<file path="config.mk">
export PLATFORM = sky130hd
export DESIGN_NAME = l1_device_resp_adapter
export DESIGN_NICKNAME = d
export VERILOG_FILES = /design/src/rtl/l1_device_resp_adapter.sv
export SDC_FILE = /design/constraint.sdc
export NUM_CORES = 1
export LEC_CHECK = 0
export ABC_AREA = 1
export BUFFER_PORTS_ARGS = -buffer_cell sky130_fd_sc_hd__clkbuf_2
export CAP_MARGIN = 20
export CORE_MARGIN = 2
export CORE_UTILIZATION = 49
export DETAILED_ROUTE_END_ITERATION = 10
export HOLD_SLACK_MARGIN = 0.06
export PLACE_DENSITY = 0.85
export SYNTH_ARGS = -nofsm -noshare
export SYNTH_HDL_FRONTEND = slang
export SYNTH_SLANG_ARGS = --single-unit
</file>
<file path="constraint.sdc">
create_clock -name clk_sys_in -period 4 [get_ports clk_sys_in]
set_input_delay 0.2 -clock clk_sys_in [delete_from_list [all_inputs] [get_ports clk_sys_in]]
set_output_delay 0.2 -clock clk_sys_in [all_outputs]
set_load 0.02 [all_outputs]
</file>
<file path="src/rtl/l1_device_resp_adapter.sv">
// Device-end responder: forwards interconnect requests to a simple peripheral and returns in-order responses.
// Latency: dev_req_o in the accept cycle; resp_valid_o one cycle after dev_rvalid_i (registered data FIFO).
// Backpressure: credit-based; req_ready_o drops once RespFifoDepth requests are in flight or awaiting pickup.
// Optional feature macro: DEV_ADAPTER_TIMEOUT_EN (response timeout with late-response drop).
module l1_device_resp_adapter #(
  parameter int DataWidth     = 32,
  parameter int AddrWidth     = 20,
  parameter int HostIdWidth   = 1,
  parameter int RespFifoDepth = 2,
  parameter int TimeoutCycles = 255,
  parameter logic [DataWidth-1:0] TimeoutData = DataWidth'(32'hBADC0DE5)
) (
  input  logic                   clk_sys_in,
  input  logic                   rst_sys_in,
  input  logic                   req_valid_i,
  output logic                   req_ready_o,
  input  logic [HostIdWidth-1:0] req_ini_addr_i,
  input  logic [AddrWidth-1:0]   req_tgt_addr_i,
  input  logic                   req_wen_i,
  input  logic [DataWidth-1:0]   req_wdata_i,
  input  logic [DataWidth/8-1:0] req_be_i,
  output logic                   resp_valid_o,
  input  logic                   resp_ready_i,
  output logic [HostIdWidth-1:0] resp_ini_addr_o,
  output logic [DataWidth-1:0]   resp_rdata_o,
  output logic                   dev_req_o,
  output logic                   dev_we_o,
  output logic [DataWidth/8-1:0] dev_be_o,
  output logic [DataWidth-1:0]   dev_wdata_o,
  output logic [31:0]            dev_addr_o,
  input  logic                   dev_rvalid_i,
  input  logic [DataWidth-1:0]   dev_rdata_i,
  output logic                   err_o,
  output logic                   timeout_o
);

  localparam int PtrW = (RespFifoDepth > 1) ? $clog2(RespFifoDepth) : 1;
  localparam int CntW = $clog2(RespFifoDepth + 1);
  localparam logic [CntW-1:0] DepthC = CntW'(RespFifoDepth);
  localparam logic [PtrW-1:0] LastPtr = PtrW'(RespFifoDepth - 1);

  // ID FIFO holds one entry per accepted request until its response is picked up;
  // the data FIFO holds responses returned by the peripheral (or synthesised on timeout).
  logic [HostIdWidth-1:0] r_id_mem [RespFifoDepth];
  logic [DataWidth-1:0]   r_dat_mem[RespFifoDepth];
  logic [PtrW-1:0]        r_id_wptr, r_id_rptr, r_dat_wptr, r_dat_rptr;
  logic [CntW-1:0]        r_in_flight, r_resp_cnt;
  logic                   r_err;

  logic [CntW-1:0]        w_credits;
  logic                   w_accept, w_pop, w_push, w_dev_take, w_err_set;
  logic                   w_drop, w_tmo_fire;
  logic [DataWidth-1:0]   w_push_dat;

  function automatic logic [PtrW-1:0] ptr_inc(input logic [PtrW-1:0] p);
    return (p == LastPtr) ? '0 : p + PtrW'(1);
  endfunction

  assign w_credits    = DepthC - (r_in_flight + r_resp_cnt);
  assign req_ready_o  = (w_credits != '0);
  assign w_accept     = req_valid_i & req_ready_o;

  assign dev_req_o    = w_accept;
  assign dev_we_o     = req_wen_i;
  assign dev_be_o     = req_be_i;
  assign dev_wdata_o  = req_wdata_i;
  assign dev_addr_o   = 32'(req_tgt_addr_i);

  assign resp_valid_o    = (r_resp_cnt != '0);
  assign resp_rdata_o    = r_dat_mem[r_dat_rptr];
  assign resp_ini_addr_o = r_id_mem[r_id_rptr];
  assign w_pop           = resp_valid_o & resp_ready_i;

  // A peripheral response is either owed to a timed-out request (dropped), unsolicited (error),
  // or the next in-order response (queued).
  assign w_dev_take = dev_rvalid_i & ~w_drop & (r_in_flight != '0);
  assign w_err_set  = dev_rvalid_i & ~w_drop & (r_in_flight == '0);
  assign w_push     = w_dev_take | w_tmo_fire;
  assign w_push_dat = w_tmo_fire ? TimeoutData : dev_rdata_i;
  assign err_o      = r_err;

`ifdef DEV_ADAPTER_TIMEOUT_EN
  logic [15:0] r_timer;
  logic [15:0] r_drop_cnt;
  logic        r_timeout;

  assign w_drop     = dev_rvalid_i & (r_drop_cnt != 16'd0);
  // dev_rvalid_i in the same cycle as expiry takes priority, so no timeout is raised then.
  assign w_tmo_fire = (r_in_flight != '0) & ~dev_rvalid_i & (r_timer == 16'(TimeoutCycles));
  assign timeout_o  = r_timeout;

  // Response timer, outstanding-drop count and sticky timeout flag.
  always_ff @(posedge clk_sys_in or negedge rst_sys_in) begin
    if (!rst_sys_in) begin
      r_timer    <= 16'd0;
      r_drop_cnt <= 16'd0;
      r_timeout  <= 1'b0;
    end else begin
      if ((r_in_flight == '0) || dev_rvalid_i || w_tmo_fire) r_timer <= 16'd0;
      else                                                    r_timer <= r_timer + 16'd1;
      if (w_tmo_fire)  r_drop_cnt <= r_drop_cnt + 16'd1;
      else if (w_drop) r_drop_cnt <= r_drop_cnt - 16'd1;
      if (w_tmo_fire)  r_timeout <= 1'b1;
    end
  end
`else
  assign w_drop     = 1'b0;
  assign w_tmo_fire = 1'b0;
  assign timeout_o  = 1'b0;
`endif

  // FIFO storage, pointers, occupancy counters and sticky error flag.
  always_ff @(posedge clk_sys_in or negedge rst_sys_in) begin
    if (!rst_sys_in) begin
      for (int i = 0; i < RespFifoDepth; i++) begin
        r_id_mem[i]  <= '0;
        r_dat_mem[i] <= '0;
      end
      r_id_wptr   <= '0;
      r_id_rptr   <= '0;
      r_dat_wptr  <= '0;
      r_dat_rptr  <= '0;
      r_in_flight <= '0;
      r_resp_cnt  <= '0;
      r_err       <= 1'b0;
    end else begin
      if (w_accept) begin
        r_id_mem[r_id_wptr] <= req_ini_addr_i;
        r_id_wptr           <= ptr_inc(r_id_wptr);
      end
      if (w_push) begin
        r_dat_mem[r_dat_wptr] <= w_push_dat;
        r_dat_wptr            <= ptr_inc(r_dat_wptr);
      end
      if (w_pop) begin
        r_id_rptr  <= ptr_inc(r_id_rptr);
        r_dat_rptr <= ptr_inc(r_dat_rptr);
      end
      r_in_flight <= r_in_flight + CntW'(w_accept) - CntW'(w_push);
      r_resp_cnt  <= r_resp_cnt + CntW'(w_push) - CntW'(w_pop);
      if (w_err_set) r_err <= 1'b1;
    end
  end

endmodule
</file>
==> results of run 1 <==
-- cell type report --
class / count / area, µm² / share of cell area [%]
well taps: 102 / 128 / 3.09
multi-input cells: 277 / 1300 / 31.5
flip-flops and latches: 75 / 1880 / 45.5
inverters: 42 / 158 / 3.82
clock buffers: 9 / 124 / 3.00
repair buffers: 77 / 398 / 9.65
clock inverters: 7 / 140 / 3.40
-- registers in the layout, indices dropped and copies added, names as in the netlist --
signal,flops
r_dat_rptr,1
r_id_rptr,1
r_dat_mem,64
r_id_wptr,1
r_dat_wptr,1
r_id_mem,2
r_in_flight,2
r_resp_cnt,2
err_o,1
-- logic make-up (layout without fill, tap and decap cells) --
logic type / count (synthesis) / count (layout) / synth area share, %
XOR/XNOR: 6 / 6 / 1.33
AND/OR/NAND/NOR: 187 / 187 / 18.3
AO/OA/AOI/OAI: 67 / 67 / 10.9
flip-flops: 75 / 75 / 47.6
other: 1 / 13 / 0.0952
buffers and inverters: 132 / 135 / 20.5
multiplexers: 1 / 1 / 0.286
adder cells (fa/ha/maj): 3 / 3 / 0.953
-- tightest hold or removal path, cell delays in order --
cell and delay, ns:
clkbuf_2 0.08, inv_1 0.06, o21ai_1 0.07
-- power groups by stage --
stage | Combinational (W) | Clock, W | Sequential (W)
after floorplan | 0.00135 | 0 | 0.00127
after global placement | 0.00161 | 0 | 0.00130
after detailed placement | 0.00167 | 0 | 0.00132
after CTS | 0.00168 | 0.000775 | 0.00131
after global routing | 0.00187 | 0.000812 | 0.00135
final | 0.00165 | 0.000764 | 0.00131
-- metal layers --
metal,track usage (%),share of wire (%),vias up
li1,-,-,1382
met1,22.7,39,1255
met2,34.5,51,105
met3,5.30,7.6,25
met4,9.42,2.9,0
met5,0,0,-
-- timing repair --
item | in CTS | in global routing
hold endpoints to repair | 75 | 0
resized for setup | 0 | 0
hold buffers | 1 | 0
-- worst max-delay path by stage --
stage | start | slack [ns] | to
after floorplan | r_in_flight[0] | 2.25 | r_in_flight[1]
after global placement | r_in_flight[0] | 2.04 | r_dat_mem[32]
after detailed placement | r_in_flight[0] | 1.95 | r_dat_mem[61]
after CTS | r_dat_rptr | 1.87 | resp_rdata_o[18]
after global routing | r_in_flight[0] | 1.71 | r_dat_mem[61]
final | r_dat_rptr | 1.92 | resp_rdata_o[18]
-- cell usage in the layout, fill, tap and decap left out, types with 3 or more instances in the layout --
master     instances
buf_4              3
bufinv_16          4
clkbuf_2          73
clkbuf_8           9
conb_1            13
dfrtp_1           75
ha_1               3
inv_1             41
nand2_1          177
nand2_2            3
nand3_1            4
o21ai_0           33
o21ai_1            9
o21ai_2           23
xnor2_1            3
xor2_1             3
-- through the flow --
step	std cells	hold slack, ns	cell area [µm²]	power (W)
floorplan	484	-0.0956	3990	0.00262
global route	589	0.0897	4120	0.00403
global placement	572	0.385	3850	0.00290
finish	589	0.0918	4120	0.00372
CTS	589	0.0847	4120	0.00376
detailed placement	572	0.400	3850	0.00299
==> impl_metrics.tcl, run 1 <==
set metrics [dict create \
    status "finished, final reports clean" \
    synth_ff_type "dfrtp_1" \
    power_density_nw_per_um2 902 \
    period_minus_slack_ns 2.08 \
    diodes 0 \
    cts_sinks 75 \
    r2r_end "r_dat_mem[63]" \
    hold_start "dev_rdata_i[29]" \
    clockRootBuffer "clkbuf_8" \
    htreeDepth 3 \
    yosysTopAreaCell "dfrtp_1" \
    grt_max_degree 76 \
    cts_tree "built" \
    whs_path_depth 3 \
    core-area_um2 7770 \
    synth.avg_cell_area_um2 8.35 \
    internal_power_w 0.00214 \
    start_kind "flip-flop" \
    post_cts_buffers 0 \
    switching_share_pct 42.5 \
    cts_buffers 9 \
    io_buffers 74 \
    min_path_type "input port to flip-flop" \
    timing.fmax_ghz 0.481 \
    grt.overflow.total 0 \
    slowest_stage "inv_1" \
    path_class "flip-flop to primary output" \
    syn_to_final_growth_pct 4.67 \
    grt_pass1_vias 2739 \
    rsz0062_at_grt "false" \
    io_pins 202 \
    cap_violations 0 \
    setup_ws_ns 1.92 \
    clockPowerShare_pct 20.5 \
    ys_seq_area_share_pct 47.6 \
    async_reset_ff_share_pct 100 \
    grt_pass1_wl_um 13300 \
    cp_num_cells 4 \
    via_per_inst 4.70 \
    fp.dieH_um 93.7 \
    die_w_um 93.7 \
    num_vias 2767 \
    synth_common_cells "nand2_1 (177), dfrtp_1 (75), buf_4 (70)" \
    dr.pass1.iters 4 \
    ctsLongestPathBuffers 2 \
    dp_slack_ns 1.95 \
    yosys.area.top_type_share_pct 47.6 \
    start_util_pct 50.7 \
    synth_edf_count 0 \
    peakVddDrop_mv 0.438 \
    critPathArrivalTime_ns 1.88 \
    cp.buffers_inverters 2 \
    synth_cell_types 23 \
    clk_latency_ns 0.35 \
    synthCells 472 \
    setup_tns_ns 0 \
    crit_chain "inv_1, nand2_1, nand2_1, clkbuf_2" \
    grt_use_total_pct 19.8 \
    antenna_found_initial 0 \
    dieArea_um2 8770 \
    p_leak_nw 2.32 \
    p_sw_w 0.00158 \
    fillCellCount 729 \
    tightest_slew_ns 1.01 \
    synthTopCellsByArea "dfrtp_1 (48%), nand2_1 (17%), buf_4 (13%)" \
    path_clk_slew_ns 0.08 \
    hold_viol 0 \
    drc 0 \
    synth_area_um2 3940 \
    reg2reg_from "r_in_flight[0]" \
    wl_um 8300 \
    holdPathEnd "r_dat_mem[61]" \
    wl_per_cell_um 14.1 \
    p_seq_share_pct 35.2 \
    fin_skew_ns 0.0143 \
    worst-path-max-fanout 32 \
    drtIter0Drc 178 \
    max_stage_delay_ns 0.73 \
    final_util_pct 53.1 \
    synth-seq-cells 75 \
    power_frac_comb_pct 44.3 \
    hpwl_um 5950 \
    worstPathRequired_ns 3.80 \
    layout.nets 580 \
    crit_family "buffers and inverters" \
    setup_violations 0 \
    fin_crit_sh_pct 52.0 \
    rrSetupSlack_ns 1.92 \
    drive_gt1_share_pct 25.1 \
    reg2reg_depth 7 \
    place_congestion 0.801 \
    cp_common_cell "nand2_1" \
    ant_nets 0 \
    synth.most_common_cell "nand2_1" \
    relSlewSlack_pct 32.1 \
    num_rows 32 \
    ys_warn_count 0 \
    slew_viol_final 0 \
    crit_path_end_kind "primary output" \
]
Note: power is estimated with default switching activity, not from simulation.
==> run 2, diff against run 1 <==
CORE_UTILIZATION = 41   (was 49)
PLACE_DENSITY = 0.76   (was 0.85)
clock period = 1.75 ns   (was 4 ns; I/O delays follow)
==> run 2 against run 1 <==
Non-clock buffer count grew 41. Critical endpoint is now dev_req_o. Clock power grew 73%. Largest power group unchanged. Worst hold slack gained 0.074 ns. Wire length grew 5.5%. Flip-flop and latch count is the same.
==> impl_metrics.tcl, run 2 (synthesis results as in run 1) <==
set metrics [dict create \
    grt_pass1_wl_um 13600 \
    io_pins 202 \
    hpwl_um 6160 \
    slew_viol_final 0 \
    post_cts_buffers 0 \
    grt.busiest_layer "met2" \
    wl_per_cell_um 13.3 \
    cts_tree "built" \
    hold_viol 0 \
    htreeDepth 3 \
    worstPathRequired_ns 1.66 \
    final_util_pct 48.7 \
    place_congestion 0.759 \
    setup_violations 0 \
    period_minus_slack_ns 1.63 \
    grt_max_degree 39 \
    path_clk_slew_ns 0.08 \
    cap_violations 0 \
    p_leak_nw 2.47 \
    fin_crit_sh_pct 93.2 \
    clk_latency_ns 0.34 \
    r2r_end "r_dat_mem[35]" \
    ctsLongestPathBuffers 2 \
    syn_to_final_growth_pct 14.7 \
    fillCellCount 873 \
    via_per_inst 4.56 \
    hold_ws_ns 0.166 \
    cts_buffers 9 \
    layout.nets 621 \
    rrSetupSlack_ns 0.26 \
    grtUsageMet1_pct 19.5 \
    whs_path_depth 3 \
    die_w_um 102 \
    ant_nets 0 \
    worst-path-max-fanout 6 \
    peakVddDrop_mv 0.689 \
    hold_start "resp_ready_i" \
    min_path_type "input port to flip-flop" \
    critPathArrivalTime_ns 1.54 \
    wl_um 8760 \
    power_density_nw_per_um2 1840 \
    dr.pass1.iters 4 \
    use_met3_pct 4.51 \
    diodes 0 \
    status "finished, final reports clean" \
    layout_commonest_cell "nand2_1" \
    drtIter0Drc 163 \
    multi_input_area_um2 1310 \
    reg2reg_from "r_in_flight[1]" \
    cts_sinks 75 \
    drive_gt1_share_pct 24.7 \
    io_buffers 74 \
    reg2reg_depth 7 \
    met2_usage_pct 29.0 \
    top_register "r_dat_mem" \
    timing.fmax_ghz 0.613 \
    num_rows 35 \
    worstSetupStartpoint "r_resp_cnt[0]" \
    fin_skew_ns 0.0148 \
    layout_common_cells "nand2_1 (176), dfrtp_1 (75), clkbuf_2 (72), inv_1 (39), dlygate4sd3_1 (36)" \
    path_class "flip-flop to primary output" \
    seqCellArea_um2 1880 \
    crit_path_end_kind "primary output" \
    start_util_pct 42.4 \
    dieArea_um2 10400 \
    antenna_found_initial 0 \
    start_kind "flip-flop" \
    grt_pass1_vias 2856 \
    grt.overflow.total 0 \
    holdPathEnd "r_id_rptr" \
    grt_use_total_pct 17.0 \
    num_vias 2989 \
    drc 0 \
    largest_reg_flops 64 \
    core-area_um2 9280 \
    fp.dieH_um 102 \
    clockRootBuffer "clkbuf_8" \
    setup_tns_ns 0 \
    setup_ws_ns 0.119 \
    dp_slack_ns 0.221 \
]
[run 2: changes by cell type in the layout (fill, tap and decap cells not counted), moves of 2 or more]
cell,delta
buf_12,+2
buf_4,+4
bufinv_16,-3
dlygate4sd3_1,+35
inv_1,-2
[run 2: worst max-delay path by stage]
stage	end	slack (ns)	cells past startpoint
after floorplan	r_in_flight[1]	0.12	8
after global placement	r_in_flight[1]	0.28	8
after detailed placement	r_in_flight[1]	0.22	8
after CTS	dev_req_o	0.04	7
after global routing	dev_req_o	-0.003	7
final	dev_req_o	0.12	7
[run 2: per-stage QoR]
step / instance area [µm²] / cells / power (W)
2_1_floorplan: 3990 / 484 / 0.00600
3_5_place_dp: 3960 / 605 / 0.00698
3_3_place_gp: 3960 / 605 / 0.00682
4_1_cts: 4510 / 656 / 0.00838
5_1_grt: 4520 / 656 / 0.00896
6_report: 4520 / 656 / 0.00830
[run 2: where the power goes]
| group | internal [W] | total [W] | switching, W | leakage, nW |
|---|---|---|---|---|
| registers | 0.00255 | 0.00299 | 0.000447 | 0.929 |
| clock network | 0.000691 | 0.00132 | 0.000624 | 0.0954 |
| logic | 0.00140 | 0.00399 | 0.00259 | 1.45 |
| total | 0.00464 | 0.00830 | 0.00366 | 2.47 |
[run 2: final cells by class]
| cell class | instances | area share, % |
|---|---|---|
| sequential | 75 | 41.5 |
| multi-input combinational | 277 | 28.9 |
| timing repair buffer | 118 | 18.1 |
| inverter | 42 | 3.57 |
| tap | 129 | 3.57 |
| clock buffer | 11 | 3.13 |
| clock inverter | 4 | 1.14 |
[run 2: worst max-delay path, cell delays in order, from the launching register on]
cell and delay [ns]:
dfrtp_1 0.38, inv_1 0.07, ha_1 0.26, inv_1 0.07, nand3_2 0.13, nand2_2 0.10
inv_1 0.05, buf_2 0.15
[run 2: per-layer routing]
layer | vias to the layer above | wire [µm]
li1 | 1457 | -
met1 | 1388 | 3370
met2 | 111 | 4550
met3 | 33 | 552
met4 | 0 | 287
met5 | - | 0
[run 2: what timing repair did]
item,CTS,global route
gates resized for setup,0,4
hold buffers,36,0
endpoints found under the setup margin,0,3
hold endpoints to repair,105,0
==> run 3, diff against run 2 <==
RECOVER_POWER = 100   (was not set)
==> run 3 against run 2 <==
Sequential power hardly changed. Utilization is 0.13 points lower. Maximum frequency is 0.11% higher. Critical endpoint unchanged. Highest routed layer unchanged.
==> impl_metrics.tcl, run 3 (synthesis results as in run 1) <==
set metrics [dict create \
    status "finished, final reports clean" \
    fin_skew_ns 0.0145 \
    htreeDepth 3 \
    max_stage_delay_ns 0.38 \
    ctsLongestPathBuffers 2 \
    die_w_um 102 \
    drtIter0Drc 171 \
    largest_reg_flops 64 \
    clockRootBuffer "clkbuf_8" \
    path_class "flip-flop to primary output" \
    clk_latency_ns 0.34 \
    cts_tree "built" \
    wl_um 8750 \
    start_util_pct 42.4 \
    drive_gt1_share_pct 23.7 \
    layout.nets 621 \
    p_leak_nw 2.46 \
    dieArea_um2 10400 \
    num_rows 35 \
    worstPathRequired_ns 1.66 \
    period_minus_slack_ns 1.63 \
    io_buffers 74 \
    via_per_inst 4.55 \
    cp_common_cell "inv_1" \
    grt.overflow.total 0 \
    tightest_slew_ns 0.970 \
    grt_pass1_vias 2856 \
    critPathArrivalTime_ns 1.54 \
    min_path_type "input port to flip-flop" \
    drc 0 \
    layout_commonest_cell "nand2_1" \
    diodes 0 \
    ant_nets 0 \
    grt_use_total_pct 17.0 \
    io_pins 202 \
    hold_viol 0 \
    peakVddDrop_mv 0.689 \
    crit_chain "inv_1, ha_1, inv_1, nand3_2, nand2_2, inv_1, buf_2" \
    cap_violations 0 \
    fin_crit_sh_pct 93.1 \
    slowest_stage "dfrtp_1" \
    start_kind "flip-flop" \
    cts_buffers 9 \
    dr.pass1.iters 4 \
    relSlewSlack_pct 35.3 \
    syn_to_final_growth_pct 14.4 \
    slew_viol_final 0 \
    wl_per_cell_um 13.3 \
    power_density_nw_per_um2 1840 \
    setup_violations 0 \
    grt_pass1_wl_um 13600 \
    num_vias 2987 \
    power_w 0.00827 \
    fillCellCount 875 \
    timing.fmax_ghz 0.614 \
    core-area_um2 9280 \
    path_clk_slew_ns 0.08 \
    dpl-instance-area_um2 3960 \
    post_cts_buffers 0 \
    antenna_found_initial 0 \
    crit_path_end_kind "primary output" \
    cts_sinks 75 \
    design_area_um2 4510 \
    layout_common_cells "nand2_1 (176), dfrtp_1 (75), clkbuf_2 (71), inv_1 (40), dlygate4sd3_1 (36)" \
    top_register "r_dat_mem" \
    grt_max_degree 39 \
    fp.dieH_um 102 \
    worst-path-max-fanout 6 \
    hpwl_um 6160 \
    place_congestion 0.759 \
]
==> run 3: changes by cell type in the layout (fill, tap and decap cells not counted), sizes merged <==
cell	previous run	this run
buf	10	5
clkbuf	83	88
==> run 3: repair_timing <==
| item | 4_1_cts | 5_1_grt |
|---|---|---|
| hold buffers | 36 | 0 |
| resized for setup | 0 | 4 |
| endpoints found under the hold margin | 105 | 0 |
| setup endpoints to repair | 0 | 3 |
==> run 3: cell type report <==
class | count | area, µm² | area share (%)
clock buffers | 11 | 141 | 3.14
clock inverters | 4 | 51.3 | 1.14
inverters | 42 | 161 | 3.58
multi-input cells | 277 | 1300 | 28.9
flip-flops and latches | 75 | 1880 | 41.7
well taps | 129 | 161 | 3.58
repair buffers | 118 | 810 | 18.0
==> run 3: final timing paths <==
path | start | endpoint | depth (start not counted) | slack (ns)
max | r_resp_cnt[0] | dev_req_o | 7 | 0.12
min | resp_ready_i | r_id_rptr | 3 | 0.17
max reg2reg | r_in_flight[1] | r_dat_mem[57] | 7 | 0.14
min reg2reg | r_id_mem[0] | r_id_mem[0] | 2 | 0.47
max in group asynchronous | rst_sys_in | r_dat_mem[7] | 3 | 0.58
min in group asynchronous | rst_sys_in | r_dat_mem[26] | 2 | 0.43
==> run 3: per-layer routing <==
layer	track usage [%]	part of all wire (%)	routed length, µm
met5	0	0	0
met2	29.0	52	4520
met4	8.82	3.3	287
met3	4.51	6.3	550
met1	19.5	39	3390
==> run 3: where the power goes <==
group / internal (W) / switching, W
registers: 0.00255 / 0.000445
logic: 0.00138 / 0.00259
clock network: 0.000691 / 0.000622
==> run 3: per-stage QoR <==
step | util [%] | TNS (ns) | worst slack, ns | hold slack [ns] | std cells
2_1_floorplan | - | 0 | 0.119 | -0.208 | 484
4_1_cts | 48.6 | 0 | 0.0427 | 0.156 | 656
5_1_grt | 48.5 | -0.00325 | -0.00325 | 0.175 | 656
6_report | 48.5 | 0 | 0.121 | 0.167 | 656
3_5_place_dp | 42.6 | 0 | 0.221 | 0.0912 | 605
3_3_place_gp | 42.6 | 0 | 0.276 | 0.0813 | 605
==> run 3: worst max-delay path: cells and delay by family (launching register included) <==
kind	cells	cell delay, ns
flip-flops	1	0.38
buffers and inverters	4	0.34
adder cells (fa/ha/maj)	1	0.26
AND/OR/NAND/NOR	2	0.23
